`src/rtl/fifo_burst_pkg.sv`:
```
// Shared definitions for the FIFO burst reader: FSM state encoding and default sizes.
// Latency: n/a (package only).
// Backpressure: n/a (package only).
package fifo_burst_pkg;

    typedef enum logic [1:0] {
        ST_IDLE   = 2'd0,  // waiting for a burst request
        ST_WAIT   = 2'd1,  // request latched, waiting for enough FIFO fill
        ST_STREAM = 2'd2,  // popping words into the output register
        ST_DRAIN  = 2'd3   // final word popped, waiting for it to be accepted
    } state_t;

    localparam int DEF_WIDTH  = 32;  // data width and FIFO count width
    localparam int DEF_LEN_W  = 16;  // burst length width
    localparam int DEF_THRESH = 16;  // minimum fill (words) before a burst starts

endpackage

```
`src/rtl/stream_out_reg.sv`:
```
// Output holding register for the burst reader: captures a popped FIFO word and presents it downstream.
// Latency: one cycle from load to m_valid.
// Backpressure: word and last flag hold stable while m_valid=1 and m_ready=0; caller loads only when the slot frees.
//
// Ports: clk, reset (sync, active-high); load/load_data/load_last from the pop logic;
//        m_valid/m_data/m_last/m_ready form the downstream valid-ready handshake.
module stream_out_reg
    import fifo_burst_pkg::*;
#(
    parameter int WIDTH = DEF_WIDTH
) (
    input  logic             clk,
    input  logic             reset,
    input  logic             load,
    input  logic [WIDTH-1:0] load_data,
    input  logic             load_last,
    input  logic             m_ready,
    output logic             m_valid,
    output logic [WIDTH-1:0] m_data,
    output logic             m_last
);

    always_ff @(posedge clk) begin
        if (reset) begin
            m_valid <= 1'b0;
            m_data  <= '0;
            m_last  <= 1'b0;
        end else if (load) begin
            // A load only happens when the slot is empty or being emptied this cycle,
            // so overwriting here never loses a word.
            m_valid <= 1'b1;
            m_data  <= load_data;
            m_last  <= load_last;
        end else if (m_ready) begin
            m_valid <= 1'b0;
        end
    end

endmodule

```
`src/rtl/fifo_burst_reader.sv`:
```
// Burst reader: pops req_len words from a FWFT FIFO once fill reaches min(len, THRESH) and streams them out.
// Latency: one cycle from fifo_re to m_valid; done pulses the cycle after the last word is accepted.
// Backpressure: pops stall when m_valid=1 and m_ready=0 or when the FIFO is empty; requests are refused while busy.
//
// Ports: clk, reset (sync, active-high); req_valid/req_len/req_ready burst request;
//        fifo_empty/fifo_count/fifo_dout/fifo_re FIFO read side; m_valid/m_data/m_last/m_ready output stream;
//        busy (burst in progress), done (one-cycle completion pulse).
module fifo_burst_reader
    import fifo_burst_pkg::*;
#(
    parameter int WIDTH  = DEF_WIDTH,
    parameter int LEN_W  = DEF_LEN_W,
    parameter int THRESH = DEF_THRESH
) (
    input  logic             clk,
    input  logic             reset,
    input  logic             req_valid,
    input  logic [LEN_W-1:0] req_len,
    output logic             req_ready,
    input  logic             fifo_empty,
    input  logic [WIDTH-1:0] fifo_count,
    input  logic [WIDTH-1:0] fifo_dout,
    output logic             fifo_re,
    output logic             m_valid,
    output logic [WIDTH-1:0] m_data,
    output logic             m_last,
    input  logic             m_ready,
    output logic             busy,
    output logic             done
);

    state_t           state;
    state_t           state_nxt;
    logic [LEN_W-1:0] remaining;
    logic [WIDTH-1:0] rem_ext;
    logic [WIDTH-1:0] thr_ext;
    logic [WIDTH-1:0] start_lvl;
    logic             start_ok;
    logic             req_take;
    logic             last_pop;
    logic             last_acc;

    // Short bursts must not wait for a full THRESH of data that will never be read.
    assign rem_ext   = WIDTH'(remaining);
    assign thr_ext   = WIDTH'(THRESH);
    assign start_lvl = (rem_ext < thr_ext) ? rem_ext : thr_ext;
    assign start_ok  = (fifo_count >= start_lvl);

    // Zero-length requests are handshaken but never leave IDLE.
    assign req_take  = (state == ST_IDLE) && req_valid && (req_len != '0);
    assign last_pop  = fifo_re && (remaining == LEN_W'(1));
    assign last_acc  = m_valid && m_ready && m_last;

    // State register
    always_ff @(posedge clk) begin
        if (reset) begin
            state <= ST_IDLE;
        end else begin
            state <= state_nxt;
        end
    end

    // Next-state logic
    always_comb begin
        state_nxt = state;
        unique case (state)
            ST_IDLE:   if (req_take) state_nxt = ST_WAIT;
            ST_WAIT:   if (start_ok) state_nxt = ST_STREAM;
            ST_STREAM: if (last_pop) state_nxt = ST_DRAIN;
            ST_DRAIN:  if (last_acc) state_nxt = ST_IDLE;
            default:   state_nxt = ST_IDLE;
        endcase
    end

    // Output logic. The pop is gated by reset so an abandoned burst cannot
    // consume one more FIFO word in the reset cycle itself.
    always_comb begin
        req_ready = (state == ST_IDLE);
        busy      = (state != ST_IDLE);
        fifo_re   = !reset && (state == ST_STREAM) && !fifo_empty &&
                    (remaining != '0) && (!m_valid || m_ready);
    end

    // Remaining-word counter
    always_ff @(posedge clk) begin
        if (reset) begin
            remaining <= '0;
        end else if (req_take) begin
            remaining <= req_len;
        end else if (fifo_re) begin
            remaining <= remaining - LEN_W'(1);
        end
    end

    // Completion pulse, registered so it lands the cycle after the final handshake.
    always_ff @(posedge clk) begin
        if (reset) begin
            done <= 1'b0;
        end else begin
            done <= (state == ST_DRAIN) && last_acc;
        end
    end

    stream_out_reg #(
        .WIDTH (WIDTH)
    ) u_out (
        .clk       (clk),
        .reset     (reset),
        .load      (fifo_re),
        .load_data (fifo_dout),
        .load_last (last_pop),
        .m_ready   (m_ready),
        .m_valid   (m_valid),
        .m_data    (m_data),
        .m_last    (m_last)
    );

endmodule

```
`config.mk`:
```
export PLATFORM = sky130hd
export DESIGN_NAME = fifo_burst_reader
export DESIGN_NICKNAME = d
export VERILOG_FILES = /design/src/rtl/fifo_burst_pkg.sv /design/src/rtl/stream_out_reg.sv /design/src/rtl/fifo_burst_reader.sv
export SDC_FILE = /design/constraint.sdc
export NUM_CORES = 1
export LEC_CHECK = 0
export ABC_AREA = 1
export CORE_ASPECT_RATIO = 1.4
export CORE_UTILIZATION = 39
export CTS_CLUSTER_DIAMETER = 60
export CTS_CLUSTER_SIZE = 10
export DETAILED_ROUTE_END_ITERATION = 8
export GPL_TIMING_DRIVEN = 0
export PLACE_DENSITY_LB_ADDON = 0.25
export SYNTH_ARGS = -nofsm -noshare
export SYNTH_HDL_FRONTEND = slang
export SYNTH_SLANG_ARGS = --single-unit
```
`constraint.sdc`:
```
create_clock -name clk -period 1.9 [get_ports clk]
set_input_delay 0.38 -clock clk [delete_from_list [all_inputs] [get_ports clk]]
set_output_delay 0.38 -clock clk [all_outputs]
set_load 0.1 [all_outputs]
```
# [After elaboration in Yosys (flattened, before gate mapping)]
# Cells that the tools add are included.
[word_totals] out_inout_bits=38 reg_bits=53
[op_classes] n_reduce_logical=21 magnitude_cmp=2 n_eq_ne=8 n_mux=10 n_addsub=1
[ops] cell="$mux 16" n=3
[ops] cell="$ge 32x16->1" n=1
[ops] cell="$reduce_bool 16->1" n=2
[ops] cell="$eq 16x1->1 const B" n=1
[ops] cell="$lt 16x5->1 const B" n=1
[ops] cell="$sub 16x1->16 const B" n=1
[ops] cell="$logic_and 1x1->1" n=10
[ops] cell="$mux 2" n=4
[ops] cell="$pmux 2 s4" n=1
[ops] cell="$reduce_bool 2->1" n=3
[ops] cell="$eq 2x2->1 const B" n=2
[ops] cell="$ne 2x1->1 const B" n=2
[ops] cell="$ne 2x2->1 const B" n=2
[ops] cell="$reduce_and 4->1" n=1
[ops] cell="$logic_not 1->1" n=3
[ops] cell="$eq 2x1->1 const B" n=1
[ops] cell="$logic_not 2->1" n=1
[ops] cell="$mux 1" n=2
[ops] cell="$logic_or 1x1->1" n=1

# [Longest topological paths before layout]
[depth] ltp_word=8 ltp_mapped=19

# [Hierarchy]
# Synthesis repeated with hierarchy kept, for this count alone.
[hier_totals] hier_cells=443 area_unflattened_um2=3022.9
[modules_own_cells] module="fifo_burst_reader" area_each_um2=1841.8 n_inst=1 cells_each=296
[modules_own_cells] module="stream_out_reg" area_each_um2=1181.1 n_inst=1 cells_each=147

# [Worst setup path after synthesis]
# No wires, ideal clock.
[synth_path] kind="register to output" start="register state[0]" end="output busy" path_stages_with_launch=4 required_ns=1.520 setup_slack_ns=-0.431 n_path_buf=0 arrival_ns=1.951 path_cell_list="dfxtp_1 > inv_1 > ha_1 > inv_1"
[synth_between] elab_chain_cells=1
[synth_lines] element="start, declared" line="fifo_burst_reader.sv:32" rtl="state_t state;"
[synth_lines] element="start signal, assigned" line="fifo_burst_reader.sv:59" rtl="state <= state_nxt;"
[synth_lines] element="$reduce_bool 2->1" line="fifo_burst_reader.sv:79" rtl="busy = (state != ST_IDLE);"
[synth_lines] element="end, declared" line="fifo_burst_reader.sv:28" rtl="output logic busy,"
# Every way passes these cells.

# [Worst setup path in the final report]
[layout_path] start="register remaining[0]" end="output fifo_re"
[layout_between] elab_chain_cells=3
[layout_lines] element="start, declared" line="fifo_burst_reader.sv:34" rtl="logic [LEN_W-1:0] remaining;"
[layout_lines] element="start signal, assigned" line="fifo_burst_reader.sv:89" rtl="remaining <= req_len;"
[layout_lines] element="start signal, assigned" line="fifo_burst_reader.sv:91" rtl="remaining <= remaining - LEN_W'(1);"
[layout_lines] element="$reduce_bool 16->1" line="fifo_burst_reader.sv:81" rtl="(remaining != '0) && (!m_valid || m_ready);"
[layout_lines] element="$logic_and 1x1->1" line="fifo_burst_reader.sv:80" rtl="fifo_re = !reset && (state == ST_STREAM) && !fifo_empty &&"
[layout_lines] element="$logic_and 1x1->1" line="fifo_burst_reader.sv:81"
[layout_lines] element="end, declared" line="fifo_burst_reader.sv:23" rtl="output logic fifo_re,"
# Every way passes these cells.

==> metrics <==
outcome=complete, but fails checks; failing checks=setup timing; DP Worst Slack=-1.35 ns; final std cells w/o fill=682; final hold violations=0; commonest non-fill, non-tap cell in the layout=nand2_1; Critical Path AT=1.63 ns; nets=a little under 700; CP required=around 1.5 ns; Vias per Instance=just under 5; total track usage=0.220; worst setup margin=-0.109 ns; Clock Sinks=53; H-tree depth=2; internal cell power=~2.4 mW; Final setup viols=3; setup TNS=-0.296 ns; worst r2r dst=state[0]; multi-input logic area=1870 um^2; vias in the first global route=around 3300; crit-path leading delay family=buffers and inverters; RSZ-0062 raised after global routing=true; VDD IR max=roughly 0.7 mV; Tightest Pin Transition=between 0.9 and 1 ns; Flop pwr share=0.314; Routed Antenna Nets=0; post-DP HPWL=approximately 6.4 mm; Max stage delay cell, worst path=dfxtp_4; count of different cell masters after synthesis=31; vias after detailed routing=around 3300; initial antenna violation count=0; DRC Markers=0; Hold EP=u_out.m_data[5]; sw frac=0.457; Routed WL=about 8.7 mm; Tmin final=2.01 ns; Core Footprint=7310 um^2; min-delay src=u_out.m_data[5]; Post-Syn Area=approximately 2900 um^2; root buf cell=clkbuf_8; site row count=37; synthesis warning total=0; first-pass GRT wire length=13.6 mm; routability congestion estimate=roughly 0.87; Pleak=1.93 nW; switching power=2.04 mW; Worst R2R Path Depth=19; crit end category=primary output; Initial Util=0.403; fin util=0.634; Worst-path clk slew=0.11 ns; worst-path fanout max=6; wire per inst=approximately 13 um; register area=1090 um^2; largest net degree at the start of global routing=18; commonest cells after routing, fill and taps aside=nand2_1, clkdlybuf4s50_1, nor2_1, a21oi_1, dfxtp_1; CTS tree=done; total chip power=about 4.5 mW; CP Cell Sequence=inv_2 -> ha_4 -> nand2_2 -> nor2_4 -> nand2_4 -> nand3_4 -> inv_6 -> buf_8 -> buf_12; Fillers=roughly 670; R2R setup slack=-0.10 ns; #FFs+latches synth=53; Achievable Freq=~500 MHz; Clk pwr share=0.147; width of the chip=around 75 um; Crit Path Category=reg -> out; CP peak stage delay=between 0.3 and 0.4 ns; IO Count=~120; Ant. Diodes=0; combinational fraction of design power=0.539; DIE HEIGHT=between 100 and 150 um; Critical path buffers and inverters=4; drt first pass iters=4; GRT Residual Overflow=0; DRT iter0 DRCs=roughly 200; headroom to the max-slew limit=0.353; Tcrit/Tclk final=1.06; ratio of cells with drive above 1 in the final layout=0.198; Layout Skew=0.0113 ns; Synth Instances=428; Max-Cap Viols=0; max-slew violations=0; hold_buf cts=0; Inst Count DP=657; startpoint types=register; port buffer count=between 100 and 150; P&R area growth vs syn=57.4%; Skew-Pair Late Insertion Delay=approximately 0.31 ns; Hold Crit Depth=2; Power Dens Cells=between 900 and 1000 nW/um^2; die area=7920 um^2; TritonCTS Buffers=5; CTS Buffer Depth=2; register area share after synthesis=0.360; Hold Crit Class=reg -> reg; Syn Area/Cell=between 6 and 7 um^2; origin of the critical flop-to-flop path=remaining[13]
==> cell usage after synthesis (all sizes together) <==
cell type	count	share of area
nand3	12	0.025
o21a	1	0.0025
a31oi	6	0.013
inv	29	0.037
nor2	57	0.083
buf	7	0.020
a21oi	49	0.086
nand2	152	0.20
dfxtp	53	0.36
o21ai	7	0.012
nor3	4	0.0068
nand3b	2	0.0051
a21boi	1	0.0025
o21bai	1	0.0038
clkinv	1	0.0017
a22oi	1	0.0025
ha	22	0.093
clkbuf	7	0.0089
conb	1	0.0013
xnor2	3	0.0089
nand4	4	0.0085
xor2	8	0.024
==> power by group through the flow <==
stage          combinational [mW]  sequential (mW)  clock (mW)
6_report                     2.41             1.40       0.654
5_1_grt                      2.62             1.42       0.714
4_1_cts                      2.20             1.37       0.665
3_5_place_dp                 2.08             1.38           0
3_3_place_gp                 2.04             1.38           0
2_1_floorplan                1.27             1.63           0
==> area by class of cell <==
type	instances	share of cell area
Sequential cell	53	0.236
Buffer	14	0.0213
Inverter	30	0.0264
Timing Repair Buffer	139	0.267
Clock inverter	3	0.00458
Multi-Input combinational cell	341	0.403
Clock buffer	5	0.0148
Tap cell	97	0.0262
==> per-stage QoR <==
step / instance area (um^2) / hold slack (ns)
final: 4640 / 0.468
after global routing: 4640 / 0.489
after CTS: 4560 / 0.469
after detailed placement: 4350 / 0.456
after global placement: 4350 / 0.449
after floorplan: 3010 / 0.458
==> timing repair <==
action / CTS / global route
endpoints found under the setup margin: 69 / 70
buffers inserted: 7 / 11
pin swaps: 16 / 19
resized for setup: 96 / 81
==> worst max-delay path by stage <==
| stage | startpoint | slack (ns) | endpoint | depth (start not counted) |
|---|---|---|---|---|
| after detailed placement | reset | -1.35 | fifo_re | 6 |
| after floorplan | remaining[9] | 0.007 | state[0] | 19 |
| final | remaining[0] | -0.11 | fifo_re | 9 |
| after global placement | reset | -1.33 | fifo_re | 6 |
| after global routing | remaining[13] | -0.27 | state[1] | 19 |
| after CTS | state[0] | -0.21 | fifo_re | 8 |
==> flip-flops by register name (all words and copies together) (netlist names) <==
name           cells
u_out.m_last       1
state              2
remaining         16
u_out.m_valid      1
done               1
u_out.m_data      32
==> cells by family (layout without fill, tap and decap cells) <==
kind of cell    Yosys count  in the layout  synth area share
flops                    53             53             0.360
other cells               1             11           0.00127
xor+xnor                 11             11            0.0327
buf+inv                  44            191            0.0679
compound gates           66             66             0.122
simple gates            231            231             0.323
fa+ha+maj                22             22            0.0934
==> metal layers <==
| layer | part of all wire | track usage |
|---|---|---|
| met4 | 0.030 | 0.0966 |
| met3 | 0.084 | 0.0559 |
| met1 | 0.38 | 0.238 |
| met2 | 0.50 | 0.388 |
| met5 | 0 | 0 |
==> worst min-delay path, stage by stage (launching register included) <==
cell,delay (ns)
dfxtp_1,0.32
nand2_1,0.06
a21oi_1,0.05
No activity file was read; power rests on OpenSTA's default activity.
